### src/rtl/comp_pipe_arbiter_pkg.sv
// comp_arb_pkg: shared clog2 helper, tag width and flush FSM state type for comp_pipe_arbiter
package comp_arb_pkg;
  localparam int TAG_W = 4;
  typedef enum logic [1:0] {RUN, DRAIN, HALT} state_t;
  function automatic int clog2(input int v);
    int r;
    r = 0;
    for (int i = 0; i < 31; i++) if ((1 << i) < v) r = i + 1;
    return r;
  endfunction
endpackage

### src/rtl/comp_pipe_arbiter_picker.sv
// comp_rr_picker: combinational round-robin pick (req, ptr in; one-hot grant, index, any out), search starts at ptr+1
module comp_rr_picker
  import comp_arb_pkg::*;
#(
  parameter int NUM_REQ = 4
) (
  input  logic [NUM_REQ-1:0] req,
  input  logic [TAG_W-1:0]   ptr,
  output logic [NUM_REQ-1:0] grant,
  output logic [TAG_W-1:0]   idx,
  output logic               any
);
  logic [TAG_W:0] s;
  always_comb begin
    grant = '0;
    idx = '0;
    any = 1'b0;
    s = '0;
    for (int k = 1; k <= NUM_REQ; k++) begin
      s = {1'b0, ptr} + (TAG_W + 1)'(k);
      s = s >= (TAG_W + 1)'(NUM_REQ) ? s - (TAG_W + 1)'(NUM_REQ) : s;
      if (!any && |(req & (NUM_REQ'(1) << s))) begin
        any = 1'b1;
        idx = s[TAG_W-1:0];
      end
    end
    grant = any ? NUM_REQ'(1) << idx : '0;
  end
endmodule

### src/rtl/comp_pipe_arbiter.sv
// comp_pipe_arbiter: round-robin share of a fixed-latency pipe; ports clk/rst, req_valid/req_data/req_ready, pipe_in_*/pipe_out_data, rsp_valid/rsp_data, flush/flush_done; COMP_ARB_GRANT_CNT_EN adds grant_cnt
module comp_pipe_arbiter
  import comp_arb_pkg::*;
#(
  parameter int NUM_REQ  = 4,
  parameter int DATA_W   = 64,
  parameter int RES_W    = 64,
  parameter int PIPE_LAT = 3
) (
  input  logic                      clk,
  input  logic                      rst,
  input  logic [NUM_REQ-1:0]        req_valid,
  input  logic [NUM_REQ*DATA_W-1:0] req_data,
  output logic [NUM_REQ-1:0]        req_ready,
  output logic                      pipe_in_valid,
  output logic [DATA_W-1:0]         pipe_in_data,
  input  logic [RES_W-1:0]          pipe_out_data,
  output logic [NUM_REQ-1:0]        rsp_valid,
  output logic [RES_W-1:0]          rsp_data,
  input  logic                      flush,
  output logic                      flush_done
`ifdef COMP_ARB_GRANT_CNT_EN
  ,
  output logic [NUM_REQ*32-1:0]     grant_cnt
`endif
);
  localparam int CW = clog2(PIPE_LAT + 2);
  state_t state, state_nxt;
  logic [TAG_W-1:0] rr_ptr, idx, pipe_in_tag;
  logic [TAG_W-1:0] dl_tag [PIPE_LAT];
  logic [PIPE_LAT-1:0] dl_v;
  logic [NUM_REQ-1:0] grant;
  logic [CW-1:0] inflight, inflight_nxt;
  logic any, run, accept, rsp;
  comp_rr_picker #(.NUM_REQ(NUM_REQ)) u_pick (
    .req  (req_valid),
    .ptr  (rr_ptr),
    .grant(grant),
    .idx  (idx),
    .any  (any)
  );
  always_comb begin
    run = state == RUN && !flush && !rst;
    flush_done = state == HALT && !rst;
  end
  assign accept = run && any;
  assign req_ready = run ? grant : '0;
  assign rsp = dl_v[PIPE_LAT-1] && !rst;
  assign rsp_valid = rsp ? NUM_REQ'(1) << dl_tag[PIPE_LAT-1] : '0;
  assign rsp_data = pipe_out_data;
  assign inflight_nxt = inflight + CW'(accept) - CW'(rsp);
  // Halting on the post-update count lets flush_done rise the cycle after the last result.
  always_comb begin
    state_nxt = state == RUN   ? (flush ? (inflight_nxt == '0 ? HALT : DRAIN) : RUN) :
                state == DRAIN ? (inflight_nxt == '0 ? HALT : DRAIN) :
                                 (flush ? HALT : RUN);
  end
  always_ff @(posedge clk) begin
    if (rst) state <= RUN;
    else state <= state_nxt;
  end
  always_ff @(posedge clk) begin
    if (rst) begin
      rr_ptr <= TAG_W'(NUM_REQ - 1);
      pipe_in_valid <= 1'b0;
      pipe_in_data <= '0;
      pipe_in_tag <= '0;
      dl_v <= '0;
      inflight <= '0;
      for (int k = 0; k < PIPE_LAT; k++) dl_tag[k] <= '0;
    end else begin
      pipe_in_valid <= accept;
      inflight <= inflight_nxt;
      dl_v[0] <= pipe_in_valid;
      dl_tag[0] <= pipe_in_tag;
      for (int k = 1; k < PIPE_LAT; k++) begin
        dl_v[k] <= dl_v[k-1];
        dl_tag[k] <= dl_tag[k-1];
      end
      if (accept) begin
        rr_ptr <= idx;
        pipe_in_tag <= idx;
        pipe_in_data <= DATA_W'(req_data >> (DATA_W * int'(idx)));
      end
    end
  end
`ifdef COMP_ARB_GRANT_CNT_EN
  always_ff @(posedge clk) begin
    if (rst) grant_cnt <= '0;
    else for (int i = 0; i < NUM_REQ; i++)
      if (accept && idx == TAG_W'(i)) grant_cnt[i*32 +: 32] <= grant_cnt[i*32 +: 32] + 32'd1;
  end
`endif
endmodule

### config.mk
export PLATFORM = sky130hd
export DESIGN_NAME = comp_pipe_arbiter
export DESIGN_NICKNAME = d
export VERILOG_FILES = /design/src/rtl/comp_pipe_arbiter_pkg.sv /design/src/rtl/comp_pipe_arbiter_picker.sv /design/src/rtl/comp_pipe_arbiter.sv
export SDC_FILE = /design/constraint.sdc
export NUM_CORES = 1
export LEC_CHECK = 0
export CAP_MARGIN = 0
export CORE_AREA = 2 2 178 180
export DETAILED_ROUTE_END_ITERATION = 7
export DIE_AREA = 0 0 180 182
export HOLD_SLACK_MARGIN = 0.1
export PLACE_DENSITY_LB_ADDON = 0.25
export SLEW_MARGIN = 20
export SYNTH_ARGS = -nofsm -noshare
export SYNTH_HDL_FRONTEND = slang
export SYNTH_HIERARCHICAL = 1
export SYNTH_SLANG_ARGS = --single-unit
export TNS_END_PERCENT = 50
### constraint.sdc
create_clock -name clk -period 9.2 [get_ports clk]
set_input_delay 1.38 -clock clk [delete_from_list [all_inputs] [get_ports clk]]
set_output_delay 1.38 -clock clk [all_outputs]
set_load 0.05 [all_outputs]
Yosys cells after proc, flatten, opt, wreduce, memory -nomap -nowiden
Memories as Yosys holds them, arrays and structs flattened.
Cells that the tools add are included.
Storage, ports and cells
  register bits after elaboration: 81
  RAM bits: 12
  input port bits: 327
  output and inout port bits: 138
  memories kept: 1
Operators by class
  add/subtract/negate cells: 10
  magnitude comparators: 4
  equal/unequal tests: 2
  shift-type cells: 7
  mux-type cells: 26
  bitwise gates (word level): 7
  reduce and logical (&&, ||, !) cells: 19
Memory list
  dl_tag: words 3, width 4, rd ports 3, clocked after Yosys merged registers in 0, write ports 3, line comp_pipe_arbiter.sv:30  | logic [TAG_W-1:0] dl_tag [PIPE_LAT];
Operators with widths (number)
  right shift 256 x 10 -> 64 bit: 1
  2-to-1 mux 4 bit: 10
  greater-or-equal comparator 5 x 3 -> 1 bit (second input constant): 4
  2-to-1 mux 5 bit: 4
  << shifter 1 x 5 -> 4 bit (first input constant): 4
  subtractor 5 x 3 -> 5 bit (second input constant): 4
  AND 4 bit: 4
  OR reduction 4 bit: 4
  adder 4 x 2 -> 5 bit (second input constant): 2
  2-to-1 mux 2 bit: 5
  logical AND 1 bit: 8
  << shifter 1 x 4 -> 4 bit (first input constant): 2
  2-to-1 mux 1 bit: 7
  adder 4 x 1 -> 5 bit (second input constant): 1
  adder 4 x 3 -> 5 bit (second input constant): 1
  logical NOT 1 bit: 5
  adder 3 x 1 -> 3 bit: 1
  logical NOT 3 bit: 1
  OR 1 bit: 3
  subtractor 3 x 1 -> 3 bit: 1
  == test 2 x 1 -> 1 bit (second input constant): 1
  == test 2 bit (second input constant): 1
  logical NOT 2 bit: 1

Depth between registers and ports, before layout
  word-level depth: 23
  depth in mapped cells: 23
  gate-level depth less buffers: 22

Modules after synthesis
The synthesis kept the hierarchy.
By module, submodules not included
  comp_pipe_arbiter: instances 1, cells an instance 382, area each 5093.6 sq um
  comp_rr_picker: instances 1, cells an instance 94, area each 810.8 sq um

Worst setup path before layout
No wires, ideal clock.
  path kind: in2out
  start point: input rst
  end point: output rsp_valid[0]
  arrival: 3.204 ns
  data required time: 7.820 ns
  setup slack: 4.616 ns
  cell stages on the path: 3
  cells stage by stage: clkbuf_1 -> nor4b_1 -> nor3b_1
Between the ends
  cells in the longest elaborated chain, start to end: 3
Ends and longest elaborated chain
  start: declaration: line comp_pipe_arbiter.sv:11  | input logic rst,
  logical NOT 1 bit: line comp_pipe_arbiter.sv:48  | assign rsp = dl_v[PIPE_LAT-1] && !rst;
  logical AND 1 bit: line comp_pipe_arbiter.sv:48
  2-to-1 mux 4 bit: line comp_pipe_arbiter.sv:49  | assign rsp_valid = rsp ? NUM_REQ'(1) << dl_tag[PIPE_LAT-1] : '0;
  end: declaration: line comp_pipe_arbiter.sv:18  | output logic [NUM_REQ-1:0] rsp_valid,
No other way between the ends.

Worst setup path after layout
  start point: register rr_ptr[1]
  end point: output req_ready[1]
Between the ends
  cells in the longest elaborated chain, start to end: 19
  elaborated cells on any way between the ends: 45
Ends and longest elaborated chain
  start: declaration: line comp_pipe_arbiter.sv:29  | logic [TAG_W-1:0] rr_ptr, idx, pipe_in_tag;
  start signal: assignment: line comp_pipe_arbiter.sv:64  | rr_ptr <= TAG_W'(NUM_REQ - 1);
  start signal: assignment: line comp_pipe_arbiter.sv:81  | rr_ptr <= idx;
  adder 4 x 1 -> 5 bit: line comp_pipe_arbiter_picker.sv:20  | s = {1'b0, ptr} + (TAG_W + 1)'(k);
  subtractor 5 x 3 -> 5 bit or greater-or-equal comparator 5 x 3 -> 1 bit (tied branches): line comp_pipe_arbiter_picker.sv:21  | s = s >= (TAG_W + 1)'(NUM_REQ) ? s - (TAG_W + 1)'(NUM_REQ) : s;
  2-to-1 mux 5 bit: line comp_pipe_arbiter_picker.sv:21
  << shifter 1 x 5 -> 4 bit: line comp_pipe_arbiter_picker.sv:22  | if (!any && |(req & (NUM_REQ'(1) << s))) begin
  AND 4 bit: line comp_pipe_arbiter_picker.sv:22
  OR reduction 4 bit: line comp_pipe_arbiter_picker.sv:22
  2-to-1 mux 1 bit: line comp_pipe_arbiter_picker.sv:22
  logical NOT 1 bit: line comp_pipe_arbiter_picker.sv:22
  [5 not listed]
  logical NOT 1 bit: line comp_pipe_arbiter_picker.sv:22
  logical AND 1 bit: line comp_pipe_arbiter_picker.sv:22
  2-to-1 mux 4 bit (*): line comp_pipe_arbiter_picker.sv:22
  net idx[0]: line comp_pipe_arbiter.sv:29
  << shifter 1 x 4 -> 4 bit (*): line comp_pipe_arbiter_picker.sv:27  | grant = any ? NUM_REQ'(1) << idx : '0;
  2-to-1 mux 4 bit (*): line comp_pipe_arbiter_picker.sv:27
  net grant[1]: line comp_pipe_arbiter.sv:32  | logic [NUM_REQ-1:0] grant;
  2-to-1 mux 4 bit (*): line comp_pipe_arbiter.sv:47  | assign req_ready = run ? grant : '0;
  end: declaration: line comp_pipe_arbiter.sv:14  | output logic [NUM_REQ-1:0] req_ready,
The timed path passes the listed nets; every way through them passes the cells marked *.

==> flow_summary.ini <==
[run_status]
run_status = complete, no violations

[synthesis]
synth.cell_area_sq_um = 5900
synth_cell_types = 58
synth-main-ff-cell = sky130_fd_sc_hd__dfxtp_1
asyncSetResetFlopFracSynth_pct = 0
ys_ff_latch = 91
synth.yosys.seq_area_share_pct = 30.9
synth_warnings = 6
synth_edf_count = 0
syn-mean-instance-area_sq_um = 12.4
syn_inst = 476

[detailed_routing]
drt-total-wl_microns = 22500
drc = 0
routed_wire_length_per_instance_microns = 19.9
detailedRoute.firstIterationViolations = 189
first_pass_iters = 4
via_per_inst = 4.45
final_antenna_net_count = 0
num_vias = 5041

[timing]
fin_skew_ns = 0.00887
setup-violations-final = 0
min_period_over_period_pct = 68.8
fmax_mhz = 158
slew_violations = 0
rsz0062_at_grt = no
transition_time_at_the_pin_with_the_least_slew_margin_ns = 1.01
fin_worst_hold_slack_ns = 0.441
timing_hold_violations_final = 0
timing.setup.tns_ns = 0
post-route-min-period_ns = 6.33
slew_headroom_pct = 32.6

[critical_path]
timing.critical_path.required_ns = 7.82
setup.worst_path.end = req_ready[1]
rr_startpoint = rr_ptr[1]
critical_path.max_fanout = 32
regToRegSetupSlack_ns = 4.41
crit_path_end_kind = primary output
worstSetupPathType = flip-flop to primary output
crit-reg2reg-capture = state[0]
cp-start-kind = flip-flop
worst-r2r-cell-count = 21
cp_data_arrival_time_ns = 4.95
critical_path.startpoint = rr_ptr[1]

[power]
power.total_w = 0.00323
vdd_ir_drop_max_mv = 0.701
cellLeakagePower_nw = 3.65
powerDensity_nw_per_um2 = 343

[worst_hold_path]
min_from = dl_tag[0][1]
worst_hold_path_type = flip-flop to flip-flop

[final_layout]
layout.cell_area.non_filler_sq_um = 9410
layout.cells.most_common = sky130_fd_sc_hd__clkdlybuf4s50_1
area_delta_synth_final_pct = 59.3
layout.cells.most_common_list = sky130_fd_sc_hd__clkdlybuf4s50_1, sky130_fd_sc_hd__dfxtp_1, sky130_fd_sc_hd__mux4_2
combined_area_of_the_multi_input_logic_cells_sq_um = 3320
fin_util_pct = 30.4
design.final.nets = 1071
fillerInstances = 3143
final_layout_size_suffix_gt1_share_pct = 22.3
antennaDiodeCount = 0
ff_latch_area_sq_um = 1820

[die]
die_area_sq_um = 32800
core_area_sq_um = 31000
die_y_microns = 182
chipWidth_microns = 180
rows = 65
initial_utilization_pct = 19.1
boundaryPins = 465

[global_route]
grt_util_all_layers_pct = 13.5
grt_overflow_total = 0
maximum_number_of_pins_on_one_net_before_global_route_repair = 69
grt_pass1_vias = 5467
first_pass_grt_wire_length_microns = 33500
antenna_violations_before_repair = 3

[place]
postPlaceCellArea_sq_um = 9120
gp_routability_congestion = 0.776
placement.io_buffers = 336
dp.final_hpwl_microns = 17200

[cts]
cts.repair.resized = 0
clock_tree_from_tritoncts = yes
cts_htree_levels = 3
hold_buffers = 0
cts_setup_buffers = 0
worst_setup_hold_path_clk_slew_ns = 0.08
cts_inserted_buffers = 9
cts.sinks = 91
cts_max_path_buffers = 2
worstSkewPairLatency_ns = 0.35
cts_root_buffer = sky130_fd_sc_hd__clkbuf_16

[run]
maxCapViolations = 0
-- sequential cells by signal, indices dropped and copies added (netlist names) --
| name | flops |
|---|---|
| inflight | 3 |
| dl_tag | 12 |
| pipe_in_tag | 2 |
| dl_v | 3 |
| pipe_in_valid | 1 |
| rr_ptr | 4 |
| pipe_in_data | 64 |
| state | 2 |
-- layout make-up --
type                       count  share of cell area [%]
tap                          402                    5.35
clock buffer                   9                    2.39
clock inverter                 7                   0.638
multi-input combinational    264                    35.3
sequential                    91                    19.4
timing repair buffer         343                    36.3
inverter                      16                   0.638
-- per-stage QoR --
| stage | setup slack, ns | std cells |
|---|---|---|
| 2_1_floorplan | 4.62 | 477 |
| 3_3_place_gp | 3.14 | 1116 |
| 3_5_place_dp | 3.11 | 1116 |
| 4_1_cts | 2.77 | 1132 |
| 5_1_grt | 2.47 | 1132 |
| 6_report | 2.87 | 1132 |
-- cells in the mapped netlist, types with 4 or more instances --
cell type	instances	share of area, %
sky130_fd_sc_hd__a21oi_1	7	0.59
sky130_fd_sc_hd__and2_1	5	0.53
sky130_fd_sc_hd__nand2_1	6	0.38
sky130_fd_sc_hd__buf_6	9	1.7
sky130_fd_sc_hd__ha_1	18	3.8
sky130_fd_sc_hd__mux4_2	67	26
sky130_fd_sc_hd__clkbuf_1	21	1.3
sky130_fd_sc_hd__a32o_1	5	0.85
sky130_fd_sc_hd__nor2b_1	19	2.0
sky130_fd_sc_hd__a21o_1	4	0.51
sky130_fd_sc_hd__a32o_2	60	11
sky130_fd_sc_hd__buf_4	67	8.5
sky130_fd_sc_hd__nor2_1	9	0.57
sky130_fd_sc_hd__nor3_1	4	0.34
sky130_fd_sc_hd__nand3_1	5	0.42
sky130_fd_sc_hd__inv_1	15	0.95
sky130_fd_sc_hd__xnor2_1	4	0.59
sky130_fd_sc_hd__buf_2	8	0.68
sky130_fd_sc_hd__dfxtp_1	91	31
-- worst max-delay path: stages, from the launching register on --
cell	delay [ns]
sky130_fd_sc_hd__dfxtp_1	0.61
sky130_fd_sc_hd__inv_1	0.25
sky130_fd_sc_hd__ha_1	0.25
sky130_fd_sc_hd__a21oi_1	0.17
sky130_fd_sc_hd__xnor2_1	0.18
sky130_fd_sc_hd__inv_1	0.11
sky130_fd_sc_hd__ha_1	0.31
sky130_fd_sc_hd__nor2_1	0.05
sky130_fd_sc_hd__a32oi_1	0.22
sky130_fd_sc_hd__o31ai_2	0.14
sky130_fd_sc_hd__a21o_1	0.24
sky130_fd_sc_hd__a211o_1	0.34
sky130_fd_sc_hd__o221ai_4	0.07
sky130_fd_sc_hd__buf_4	0.52
sky130_fd_sc_hd__nor2b_1	0.19
sky130_fd_sc_hd__and2_1	0.12
sky130_fd_sc_hd__clkdlybuf4s50_1	0.81
-- worst min path at each step --
stage | end | slack [ns] | depth (start not counted)
floorplan | dl_tag[0][10] | 0.41 | 1
global placement | dl_v[1] | 0.42 | 1
detailed placement | dl_tag[0][5] | 0.43 | 1
CTS | dl_tag[0][5] | 0.44 | 1
global route | dl_tag[0][11] | 0.46 | 1
finish | dl_tag[0][5] | 0.44 | 1
-- cell families after synthesis --
logic type	after synthesis	share of synthesized area (%)
mux	70	26.4
xor+xnor	7	1.40
fa+ha+maj	19	4.15
buf+inv	122	13.3
flops	91	30.9
other cells	1	0.0635
compound gates	97	16.8
simple gates	69	7.06
-- power breakdown --
part,switching [W],leakage (nW),total (W),internal (W)
clock network,0.000184,0.136,0.000373,0.000189
logic,0.00116,2.78,0.00236,0.00121
registers,0.0000458,0.736,0.000494,0.000449
total,0.00139,3.65,0.00323,0.00184
-- per-layer routing --
metal	global-route usage (%)	wire, microns
met1	14.8	8970
met2	23.7	11000
met3	5.80	2090
met4	3.90	376
met5	0	23
Power figures use the tool's default switching activity.
